==> src/rtl/data_mem_arbiter.sv <==
// data_mem_arbiter: shares one single-port, word-addressed data memory between
// the CPU load/store path (m0) and a debug/loader port (m1). A registered
// ownership FSM (IDLE/OWN0/OWN1) gives round-robin selection with a burst
// limit, so a busy owner cannot starve the other port. Memory reads are
// combinational; the read word is returned registered one cycle after the grant.
// Optional build macro: DATA_MEM_ARB_STATS_EN adds grant and conflict counters.
module data_mem_arbiter #(
  parameter int ADDR_W    = 16,
  parameter int DATA_W    = 32,
  parameter int MAX_BURST = 8
) (
  input  logic              clk,
  input  logic              reset,
  input  logic              m0_req,
  input  logic              m0_we,
  input  logic [ADDR_W-1:0] m0_addr,
  input  logic [DATA_W-1:0] m0_wdata,
  output logic              m0_gnt,
  output logic              m0_rvalid,
  output logic [DATA_W-1:0] m0_rdata,
  input  logic              m1_req,
  input  logic              m1_we,
  input  logic [ADDR_W-1:0] m1_addr,
  input  logic [DATA_W-1:0] m1_wdata,
  output logic              m1_gnt,
  output logic              m1_rvalid,
  output logic [DATA_W-1:0] m1_rdata,
  output logic [ADDR_W-1:0] mem_addr,
  output logic              mem_we,
  output logic [DATA_W-1:0] mem_wdata,
  input  logic [DATA_W-1:0] mem_rd
`ifdef DATA_MEM_ARB_STATS_EN
  ,
  output logic [31:0]       m0_grant_cnt,
  output logic [31:0]       m1_grant_cnt,
  output logic [31:0]       conflict_cnt
`endif
);

  localparam int CNT_W = (MAX_BURST > 1) ? $clog2(MAX_BURST) : 1;
  localparam logic [CNT_W-1:0] BURST_LAST = CNT_W'(MAX_BURST - 1);

  localparam logic [1:0] IDLE = 2'd0;
  localparam logic [1:0] OWN0 = 2'd1;
  localparam logic [1:0] OWN1 = 2'd2;

  logic [1:0]       state, state_nxt;
  logic             rr_last, rr_last_nxt;
  logic [CNT_W-1:0] burst_cnt, burst_nxt;
  logic             own_req, oth_req;
  logic [1:0]       other_state;

  // Memory-side mux and grants: the current owner's lines pass straight through.
  always_comb begin
    m0_gnt    = (state == OWN0) && m0_req;
    m1_gnt    = (state == OWN1) && m1_req;
    mem_addr  = '0;
    mem_wdata = '0;
    mem_we    = 1'b0;
    case (state)
      OWN0: begin
        mem_addr  = m0_addr;
        mem_wdata = m0_wdata;
        mem_we    = m0_gnt && m0_we;
      end
      OWN1: begin
        mem_addr  = m1_addr;
        mem_wdata = m1_wdata;
        mem_we    = m1_gnt && m1_we;
      end
      default: ;
    endcase
  end

  // Ownership transitions: round-robin on ties, handover on release or burst limit.
  always_comb begin
    own_req     = (state == OWN1) ? m1_req : m0_req;
    oth_req     = (state == OWN1) ? m0_req : m1_req;
    other_state = (state == OWN1) ? OWN0 : OWN1;
    state_nxt   = state;
    rr_last_nxt = rr_last;
    burst_nxt   = burst_cnt;
    case (state)
      IDLE: begin
        burst_nxt = '0;
        if (m0_req && m1_req) state_nxt = rr_last ? OWN0 : OWN1;
        else if (m0_req)      state_nxt = OWN0;
        else if (m1_req)      state_nxt = OWN1;
      end
      OWN0, OWN1: begin
        // Release, or this granted cycle is the last one allowed while the other waits.
        if (!own_req || (oth_req && (burst_cnt == BURST_LAST))) begin
          state_nxt   = oth_req ? other_state : IDLE;
          rr_last_nxt = (state == OWN1);
          burst_nxt   = '0;
        end else if (oth_req) begin
          burst_nxt = burst_cnt + CNT_W'(1);
        end
      end
      default: begin
        state_nxt = IDLE;
        burst_nxt = '0;
      end
    endcase
  end

  // FSM state registers; rr_last starts at 1 so m0 wins the first tie.
  always_ff @(posedge clk or posedge reset) begin
    if (reset) begin
      state     <= IDLE;
      rr_last   <= 1'b1;
      burst_cnt <= '0;
    end else begin
      state     <= state_nxt;
      rr_last   <= rr_last_nxt;
      burst_cnt <= burst_nxt;
    end
  end

  // Registered read return per port; rdata holds its last value between reads.
  always_ff @(posedge clk or posedge reset) begin
    if (reset) begin
      m0_rvalid <= 1'b0;
      m0_rdata  <= '0;
      m1_rvalid <= 1'b0;
      m1_rdata  <= '0;
    end else begin
      m0_rvalid <= m0_gnt && !m0_we;
      m1_rvalid <= m1_gnt && !m1_we;
      if (m0_gnt && !m0_we) m0_rdata <= mem_rd;
      if (m1_gnt && !m1_we) m1_rdata <= mem_rd;
    end
  end

`ifdef DATA_MEM_ARB_STATS_EN
  // Free-running statistics, wrapping at 2^32.
  always_ff @(posedge clk or posedge reset) begin
    if (reset) begin
      m0_grant_cnt <= '0;
      m1_grant_cnt <= '0;
      conflict_cnt <= '0;
    end else begin
      if (m0_gnt)           m0_grant_cnt <= m0_grant_cnt + 32'd1;
      if (m1_gnt)           m1_grant_cnt <= m1_grant_cnt + 32'd1;
      if (m0_req && m1_req) conflict_cnt <= conflict_cnt + 32'd1;
    end
  end
`endif

endmodule

==> config.mk <==
export PLATFORM = sky130hd
export DESIGN_NAME = data_mem_arbiter
export DESIGN_NICKNAME = d
export VERILOG_FILES = /design/src/rtl/data_mem_arbiter.sv
export SDC_FILE = /design/constraint.sdc
export NUM_CORES = 1
export LEC_CHECK = 0
export ABC_AREA = 1
export ABC_CLOCK_PERIOD_IN_PS = 6610
export BUFFER_PORTS_ARGS = -buffer_cell sky130_fd_sc_hd__buf_2
export CELL_PAD_IN_SITES_DETAIL_PLACEMENT = 1
export CELL_PAD_IN_SITES_GLOBAL_PLACEMENT = 2
export CORE_UTILIZATION = 24
export DETAILED_ROUTE_END_ITERATION = 7
export MAX_ROUTING_LAYER = met4
export PLACE_DENSITY = 0.95
export SLEW_MARGIN = 20
export SYNTH_ARGS = -nofsm -noshare
export SYNTH_HDL_FRONTEND = slang
export SYNTH_SLANG_ARGS = --single-unit
==> constraint.sdc <==
create_clock -name clk -period 6.61 [get_ports clk]
set_input_delay 0.9915 -clock clk [delete_from_list [all_inputs] [get_ports clk]]
set_output_delay 0.9915 -clock clk [all_outputs]
set_load 0.01 [all_outputs]
; ---- After elaboration in Yosys (flattened, before gate mapping)
; Cells that the tools add are included.
[word_totals]
regBits = 72
mem_bits_rw = 0
memories = 0
word_cells = 46
latch_bits = 0
rom_bits = 0
[op_classes]
n_reduce_logical = 16
mux = 16
multipliers = 0
n_eq_ne = 6
shifts = 0
n_lt_le_gt_ge = 0
bitwise_logic = 0
n_addsub = 1
div_mod_pow = 0
[op_table]
columns = op, n
row1 = 32-bit case mux with 2 select lines, 1
row2 = 16-bit case mux with 2 select lines, 1
row3 = 2-bit two-way mux, 7
row4 = 3-bit two-way mux, 3
row5 = 1-bit logical AND, 8
row6 = 4-bit != test (second input constant), 1
row7 = 2-bit case mux with 2 select lines, 1
row8 = 2-bit AND reduction, 2
row9 = 3-bit by 1-bit adder with 3-bit output (second input constant), 1
row10 = 3-bit == test (second input constant), 1
row11 = 1-bit logical NOT, 3
row12 = 3-bit != test (second input constant), 1
row13 = 2-bit by 1-bit == test with 1-bit output (second input constant), 1
row14 = 2-bit == test (second input constant), 1
row15 = 2-bit logical NOT, 1
row16 = 1-bit two-way mux, 2
row17 = 2-bit != test (second input constant), 1
row18 = 1-bit case mux with 2 select lines, 1
row19 = 2-bit OR reduction, 1
row20 = 1-bit logical OR, 1

; ---- Logic depth before layout (Yosys ltp)
; Gate-level depths: netlist (run 1).
[depth]
ltp_word = 6
mapped_depth = 10
mapped_depth_nobuf = 9

; ---- Worst setup path before layout (run 1)
; No wires, ideal clock.
[synth_path]
path_type = input-to-output
start = input m1_req
end = output mem_we
slack_ns = 4.182
arrival_ns = 1.437
path_buffers = 0
stages = 4
cell_sequence = nand2_2 > inv_1 > nand2_1 > a21oi_1
[synth_via]
elab_chain_len = 3
[synth_rtl]
columns = element, line_no
row1 = "start, declared", 21  ; input logic m1_req,
row2 = 1-bit logical AND, 56  ; m1_gnt = (state == OWN1) && m1_req;
row3 = net m1_gnt, 25  ; output logic m1_gnt,
row4 = 1-bit logical AND, 69  ; mem_we = m1_gnt && m1_we;
row5 = 1-bit case mux with 2 select lines, 60  ; case (state)
row6 = "end, declared", 29  ; output logic mem_we,
; The timed path passes the listed nets, and every way through them passes these cells.

; ---- Worst setup path after layout (run 1)
[layout_path]
start = register state[1]
end = output mem_we
[layout_via]
elab_chain_len = 4
word_cells_on_any_way = 7
cone_classes = eq/ne: 2 / mux: 1 / reduce/logical: 4
[layout_rtl]
columns = element, line_no
row1 = "start, declared", 47  ; logic [1:0] state, state_nxt;
row2 = "start signal, assigned", 114  ; state <= state_nxt;
row3 = 2-bit == test or 2-bit by 1-bit == test with 1-bit output (tied branches), "56, 60, 55"
row4 = "1-bit logical AND, on equally long branches", "56, 55"
row5 = "1-bit logical AND, on equally long branches", "69, 64"
row6 = 1-bit case mux with 2 select lines (*), 60
; Every way passes the cells marked *; elsewhere a longest branch is shown, timed or not.

==> impl_metrics.tcl, run 1 <==
set metrics [dict create \
    synth_area_um2 3840 \
    dieArea_um2 16500 \
    place_ws_ps 3670 \
    slowest_stage "ha_2" \
    cts_resized 0 \
    core_um2 15400 \
    crit_family "adder cells" \
    final_nets 844 \
    crit_fanout 49 \
    first_iter_violations 105 \
    final_antenna_net_count 0 \
    syn_avg_cell_area_um2 8.25 \
    skew_ps 8.34 \
    status "complete, no violations" \
    place.port_buffers 250 \
    dp_hpwl_um 9400 \
    drtPass1Iterations 4 \
    drv_cap 0 \
    layout_min_cycle_time_ps 3260 \
    crit_chain "inv_1, ha_2, nand2_2, inv_1, nand2_1, a21oi_1, buf_2" \
    critPathCaptureType "output port" \
    crit_start "state[1]" \
    p_leak_uw 0.00303 \
    synthCells 466 \
    grt-ovfl-total 0 \
    grt_pass1_vias 3817 \
    cts_tree "done" \
    rr_worst_depth 8 \
    tns_ps 0 \
    ctsHoldBuffers 0 \
    synth_area_leaders "dfrtp_1 46%, nand2_1 18%, o21ai_2 12%, a21oi_1 6.8%, inv_1 4.3%" \
    post_synth_num_cell_types 21 \
    setup_slack_ps 3350 \
    cts_buffer_depth 2 \
    worst_pin_slew_ps 973 \
    setup_viol 0 \
    r2r-end "m0_rdata[27]" \
    clkTransAtPathRegs_ps 60 \
    syn-num-nets 607 \
    max_stage_delay_ps 800 \
    cp_common_cell "inv_1" \
    fmax_mhz 307 \
    syn2layout_area_growth_pct 42.2 \
    clkSinkCount 72 \
    htreeDepth 3 \
    cts_root_buf "clkbuf_16" \
    slew_headroom_pct 35.1 \
    hold_violations 0 \
    worstHoldPathCells 2 \
    pin_count 251 \
    rrSetupSlack_ps 4120 \
    synth-seq-cells 72 \
    die_x_um 129 \
    grt_pass1_wl_um 19000 \
    clk_latency_ps 330 \
    r2r_start "state[1]" \
    grt_util_all_layers_pct 15.2 \
    grt_antenna_before_repair 5 \
    place.gp.congestion 0.704 \
    num_rows 45 \
    cts_setup_buffers 0 \
    critical_path_arrival_ps 2270 \
    fin_crit_sh_pct 49.3 \
    cp_data_required_time_ps 5620 \
    drc 0 \
    start_kind "flop" \
    grt_max_degree 73 \
    cts_inserted_buffers 9 \
    hold_path.class "flop to flop" \
    slew_viol_final 0 \
    ys_warn_count 0 \
    p_per_area_nw_per_um2 437 \
    yosysTopAreaCellShare_pct 46.2 \
    worstSetupPathType "flop to output port" \
    routed_wl_um 12500 \
    drive_above_1_share_pct 46.9 \
    crit_buf_inv 3 \
    viasPerCell 4.22 \
    wl_per_cell_um 13.6 \
    dr_total_vias 3894 \
    fp.dieH_um 129 \
    netlist.top_cell.by_area "dfrtp_1" \
    cp.depth 7 \
    ir_drop_mv 0.193 \
    fill_cells 1976 \
    start_util_pct 24.9 \
    crit_end "mem_we" \
    ys_seq_area_share_pct 46.9 \
    rsz0062_at_grt "no" \
]
[cells in the mapped netlist]
master	n
xor2_1	1
inv_1	44
nand3_2	1
nor2_4	2
o21ai_1	12
nand2_2	2
ha_1	7
nor2_1	1
buf_2	9
o21ai_0	1
inv_2	2
buf_6	12
clkbuf_1	4
a21oi_1	52
o21ai_2	53
nand4_1	1
nand3_1	5
buf_4	3
dfstp_2	1
nand2_1	182
dfrtp_1	71
[stage by stage]
stage,total power [µW],utilization (%),hold slack (ps),cells,area (µm²)
3_3_place_gp,1920,33.5,460,903,5170
6_report,2390,35.4,474,922,5460
4_1_cts,2430,35.3,478,917,5450
3_5_place_dp,1950,33.5,463,903,5170
2_1_floorplan,1490,-,465,466,3840
5_1_grt,2580,35.4,498,922,5460
[kinds of logic after synthesis]
logic type      Yosys count  synth area share, %
fa+ha+maj                 7                 2.28
compound gates          118                 20.5
flops                    72                 46.9
simple gates            194                 19.9
xor+xnor                  1                0.228
buf+inv                  74                 10.2
[worst min path at each step]
stage | start | to | slack [ps]
floorplan | rr_last | rr_last | 460
global placement | m0_rdata[27] | m0_rdata[27] | 460
detailed placement | m0_rdata[14] | m0_rdata[14] | 460
CTS | m0_rdata[14] | m0_rdata[14] | 480
global route | m0_rdata[19] | m0_rdata[19] | 500
finish | m0_rdata[14] | m0_rdata[14] | 470
[where the power goes]
| group | internal, µW | leakage (µW) | total (µW) | switching, µW |
|---|---|---|---|---|
| clock | 287 | 0.000134 | 464 | 177 |
| combinational | 452 | 0.00198 | 1170 | 721 |
| sequential | 643 | 0.000906 | 749 | 106 |
| total | 1380 | 0.00303 | 2390 | 1010 |
[metal layers]
| metal | routed length (µm) | global-route usage [%] | part of all wire (%) | vias up |
|---|---|---|---|---|
| li1 | - | - | - | 1945 |
| met1 | 5030 | 16.7 | 40 | 1768 |
| met2 | 5980 | 25.1 | 48 | 167 |
| met3 | 1260 | 5.41 | 10 | 14 |
| met4 | 279 | 5.81 | 2.2 | 0 |
| met5 | 0 | - | 0 | - |
[worst reg2reg max path, stage by stage, from the launching register on]
cell	delay (ps)
dfrtp_1	430
inv_1	100
ha_2	800
nand2_2	180
nor2_4	160
inv_2	40
buf_4	340
nand2_1	240
o21ai_2	60
[cell usage in the layout (no fill, tap or decap)]
cell type	instances
nand3_2	1
ha_1	5
inv_1	43
nand3_1	5
a21oi_1	52
nand4_1	1
bufinv_16	1
nor2_1	1
buf_4	4
clkbuf_16	9
o21ai_2	53
dfrtp_1	71
dfstp_2	1
diode_2	5
xor2_1	1
inv_2	3
o21ai_1	12
nand2_2	2
nor2_4	2
nand2_1	182
o21ai_0	1
clkbuf_1	1
buf_2	250
clkinvlp_4	1
clkinv_2	2
ha_2	2
[flip-flops by register name, summed over array words and instances, names as in the netlist]
name,count
rr_last,1
m0_rdata,32
m0_rvalid,1
state,2
burst_cnt,3
m1_rvalid,1
m1_rdata,32
[final cells by class]
class	count	area (µm²)	share of cell area, %
clock buffer	10	229	4.19
timing repair buffer	254	1280	23.4
multi-input combinational	320	1650	30.3
inverter	46	173	3.16
antenna	5	12.5	0.229
clock inverter	4	47.5	0.870
sequential	72	1800	33.0
tap	211	264	4.83
No activity file was read; power rests on OpenSTA's default activity.
==> inputs of run 2 (changes only) <==
- ABC_CLOCK_PERIOD_IN_PS: 6610 -> 2900
- CORE_UTILIZATION: 24 -> 20
- PLACE_DENSITY: 0.95 -> 0.89
- clock period: 6.61 -> 2.9 ns (I/O delays scaled with it)
==> run 2 against run 1 <==
Net effect:
- register-to-register slack worse by 3200 ps
- largest cell class unchanged
- global-route usage down 2.0 points
- cell count up 2.4%
- critical path depth down 1
- largest power group unchanged
- non-clock buffer count up 2
- combinational power up 130%
==> impl_metrics.tcl, run 2 (synthesis results as in run 1) <==
set metrics [dict create \
    status "complete, no violations" \
    num_rows 50 \
    reg_top3 "m0_rdata (32), m1_rdata (32), burst_cnt (3)" \
    mostFrequentLayoutCells "250 x buf_2, 182 x nand2_1, 71 x dfrtp_1" \
    place.port_buffers 250 \
    pin_count 251 \
    setup_viol 0 \
    syn2layout_area_growth_pct 44.3 \
    stdcell_area_um2 5540 \
    fin_cells 944 \
    clkSinkCount 72 \
    place_area_um2 5250 \
    cts_buffer_depth 2 \
    skew_ps 6.52 \
    final_antenna_net_count 0 \
    routed_wl_um 12700 \
    tns_ps 0 \
    ir_drop_mv 0.515 \
    drtPass1Iterations 4 \
    worst_pin_slew_ps 802 \
    cts_inserted_buffers 9 \
    critPathCaptureType "output port" \
    dr_total_vias 3906 \
    final_common_cell "buf_2" \
    place_inst 928 \
    hold_path.class "input port to asynchronous set/reset pin" \
    grt-ovfl-total 0 \
    dieArea_um2 19800 \
    clkTransAtPathRegs_ps 60 \
    diodes 0 \
    drive_above_1_share_pct 46.5 \
    grt_pass1_vias 3940 \
    rsz0062_at_grt "no" \
    grt_max_degree 65 \
    viasPerCell 4.14 \
    drv_cap 0 \
    place.gp.congestion 0.768 \
    critical_path_arrival_ps 1940 \
    grt_util_all_layers_pct 13.2 \
    start_util_pct 20.5 \
    start_kind "flop" \
    htreeDepth 3 \
    p_per_area_nw_per_um2 994 \
    wl_per_cell_um 13.4 \
    fin_crit_sh_pct 81.9 \
    die_x_um 141 \
    cp_data_required_time_ps 2470 \
    cts_resized 0 \
    fp.dieH_um 141 \
    dp_hpwl_um 9650 \
    clk_latency_ps 330 \
    drc 0 \
    slew_headroom_pct 46.5 \
    first_iter_violations 120 \
    final_nets 846 \
    ctsHoldBuffers 0 \
    grt_antenna_before_repair 0 \
    grt_pass1_wl_um 20100 \
    core_um2 18800 \
    cts_tree "done" \
    cts_root_buf "clkbuf_16" \
    crit_fanout 49 \
    hold_violations 0 \
    fill_cells 2339 \
    layout_min_cycle_time_ps 2380 \
    fmax_mhz 421 \
    slew_viol_final 0 \
    cts_setup_buffers 0 \
    worstSetupPathType "flop to output port" \
    p_leak_uw 0.00306 \
]
-- run 2: cell count changes in the layout (fill, tap and decap cells not counted), sizes merged --
cell      before  now
diode          5    0
buf          254  256
clkinv         2    1
clkinvlp       1    0
clkbuf        10   14
-- run 2: path summary, 6_finish.rpt --
kind	startpoint	end	slack (ps)	depth (start not counted)
worst max register to register	state[0]	state[1]	970	10
worst max-delay path	state[0]	mem_wdata[3]	520	6
worst min register to register	m0_rdata[0]	m0_rdata[0]	470	2
min in group clk	m0_we	m0_rvalid	310	2
max in group asynchronous	reset	m0_rdata[27]	1950	3
worst min-delay path	reset	m1_rdata[8]	250	2
-- run 2: final cells by class --
class                   count  area (µm²)  share of cell area, %
clock inverters             2        38.8                  0.700
repair buffers            256        1330                   24.1
inverters                  46         173                   3.11
clock buffers              14         254                   4.58
flip-flops and latches     72        1800                   32.5
well taps                 234         293                   5.28
multi-input cells         320        1650                   29.7
-- run 2: power breakdown --
| part | leakage, µW | total, µW | switching [µW] | internal [µW] |
|---|---|---|---|---|
| clock | 0.000141 | 1110 | 415 | 693 |
| combinational | 0.00202 | 2690 | 1660 | 1040 |
| sequential | 0.000906 | 1710 | 242 | 1470 |
-- run 2: routing by layer --
layer | vias up | routed length, µm | global-route usage [%]
met3 | 10 | 1130 | 4.42
met1 | 1785 | 5370 | 15.0
met2 | 167 | 6090 | 22.0
li1 | 1944 | - | -
met4 | 0 | 100 | 3.72
met5 | - | 0 | -
-- run 2: worst max-delay path, stage by stage (launching register included) --
cell	delay (ps)
dfrtp_1	390
inv_1	90
ha_1	350
inv_1	70
buf_4	420
a21oi_1	90
buf_2	170
-- run 2: per-stage QoR --
step | hold slack [ps] | setup slack (ps) | total power, µW | utilization, %
finish | 255 | 524 | 5510 | 29.5
global route | 303 | 367 | 5970 | 29.5
CTS | 280 | 488 | 5610 | 29.5
detailed placement | 464 | 856 | 4460 | 28.0
global placement | 460 | 885 | 4400 | 28.0
floorplan | 465 | 642 | 3410 | -
==> inputs of run 3 (changes only) <==
- ABC_CLOCK_PERIOD_IN_PS: 2900 -> 2400
- CORE_UTILIZATION: 20 -> 22
- PLACE_DENSITY: 0.89 -> 0.93
- clock period: 2.9 -> 2.4 ns (I/O delays scaled with it)
==> run 3 against run 2 <==
Net effect:
- count of clock-buffer cells in the layout shrank 2
- first-iteration DRC count down 38%
- power is 26% higher
- cell area is 1.9% higher
- flip-flop and latch count is the same
- worst setup slack lost 250 ps
- sequential share of layout area is 0.59 points lower
- non-clock buffer count rose by 4
- sequential power grew 21%
- utilization is 4.0 points higher
- clock skew rose by 0.58 ps
- critical path type unchanged
- largest power group unchanged
==> impl_metrics.tcl, run 3 (synthesis results as in run 1) <==
set metrics [dict create \
    drc 0 \
    worst_pin_slew_ps 686 \
    grt_pass1_wl_um 20000 \
    layout_min_cycle_time_ps 2130 \
    place.port_buffers 250 \
    routed_wl_um 12700 \
    critical_path_arrival_ps 1770 \
    pin_count 251 \
    syn2layout_area_growth_pct 47.0 \
    fill_cells 2114 \
    ir_drop_mv 0.594 \
    slew_headroom_pct 54.2 \
    cp_common_cell "inv_1" \
    dr_total_vias 3920 \
    drv_cap 0 \
    start_kind "flop" \
    final_antenna_net_count 0 \
    setup_viol 0 \
    dieArea_um2 18000 \
    drive_above_1_share_pct 47.2 \
    clkTransAtPathRegs_ps 60 \
    skew_ps 7.10 \
    core_um2 16800 \
    die_x_um 134 \
    fmax_mhz 470 \
    clkSinkCount 72 \
    grt-ovfl-total 0 \
    grt_util_all_layers_pct 14.5 \
    cts_setup_buffers 0 \
    final_common_cell "buf_2" \
    wl_per_cell_um 13.6 \
    status "complete, no violations" \
    fin_crit_sh_pct 88.6 \
    rrSetupSlack_ps 640 \
    grt_max_degree 52 \
    slew_viol_final 0 \
    dp_hpwl_um 9790 \
    grt_pass1_vias 3952 \
    clk_latency_ps 330 \
    hold_violations 0 \
    tns_ps 0 \
    cts_buffer_depth 2 \
    cts_root_buf "clkbuf_16" \
    critPathCaptureType "output port" \
    viasPerCell 4.20 \
    cp_data_required_time_ps 2040 \
    mostFrequentLayoutCells "250 x buf_2, 182 x nand2_1, 71 x dfrtp_1" \
    final_nets 850 \
    hold_path.class "input port to asynchronous set/reset pin" \
    reg_top3 "m0_rdata (32), m1_rdata (32), burst_cnt (3)" \
    worstSetupPathType "flop to output port" \
    start_util_pct 22.8 \
    cts_resized 0 \
    rsz0062_at_grt "no" \
    p_total_uw 6930 \
    cts_inserted_buffers 9 \
    drtPass1Iterations 4 \
    p_leak_uw 0.00312 \
    crit_fanout 49 \
    multi_input_area_um2 1650 \
    crit_chain "inv_1, ha_1, inv_1, buf_12, a21oi_1, buf_2" \
    first_iter_violations 75 \
    place.gp.congestion 0.731 \
    slowest_stage "dfrtp_1" \
    fp.dieH_um 134 \
    diodes 0 \
    cts_tree "done" \
    grt_antenna_before_repair 0 \
    ctsHoldBuffers 0 \
    htreeDepth 3 \
    max_stage_delay_ps 390 \
    num_rows 47 \
    seq_area_um2 1800 \
    p_per_area_nw_per_um2 1230 \
]
-- run 3: changes by cell type in the layout (fill, tap and decap cells not counted), sizes merged --
| cell | change |
|---|---|
| buf | +4 |
| clkbuf | -2 |
| bufinv | +1 |
| clkinvlp | +1 |
-- run 3: stage by stage --
| step | worst slack, ps | utilization [%] | hold WS (ps) | area [µm²] | std cells |
|---|---|---|---|---|---|
| finish | 273 | 33.6 | 124 | 5650 | 934 |
| global route | 116 | 33.6 | 200 | 5650 | 934 |
| CTS | 229 | 33.6 | 154 | 5650 | 934 |
| detailed placement | 597 | 31.6 | 464 | 5310 | 918 |
| global placement | 637 | 31.6 | 459 | 5310 | 918 |
| floorplan | 217 | - | 425 | 3840 | 466 |
-- run 3: where the power goes --
part | leakage (µW) | internal [µW] | switching [µW] | total [µW]
combinational | 0.00205 | 1340 | 2030 | 3370
sequential | 0.000906 | 1770 | 300 | 2070
clock | 0.000159 | 969 | 516 | 1480
total | 0.00312 | 4080 | 2840 | 6930
-- run 3: critical path: cells and delay by family, from the launching register on --
| kind | cells | cell delay [ps] |
|---|---|---|
| AOI/OAI and AO/OA | 1 | 160 |
| buffers and inverters | 4 | 540 |
| DFF | 1 | 390 |
| adders and majority gates | 1 | 350 |
-- run 3: cell type report --
class                      count  area share [%]
sequential                    72            31.9
timing repair buffer         260            25.0
multi-input combinational    320            29.2
tap                          220            4.87
clock inverter                 4            1.35
clock buffer                  12            4.54
inverter                      46            3.06
-- run 3: metal layers --
metal | wire [µm] | up-vias | global-route usage (%)
met2 | 6110 | 165 | 24.3
met4 | 143 | 0 | 3.87
met1 | 5320 | 1793 | 16.4
met3 | 1110 | 12 | 4.95
li1 | - | 1950 | -
met5 | 0 | - | -
-- run 3: worst paths after layout --
path                       depth (start not counted)       endpoint   startpoint
max                                                6  mem_wdata[23]     state[0]
max reg2reg                                        8   m0_rdata[16]     state[1]
min in group clk                                   2      m0_rvalid        m0_we
max in group asynchronous                          3   m0_rdata[12]        reset
min reg2reg                                        2    m0_rdata[8]  m0_rdata[8]
min                                                2   m1_rdata[22]        reset
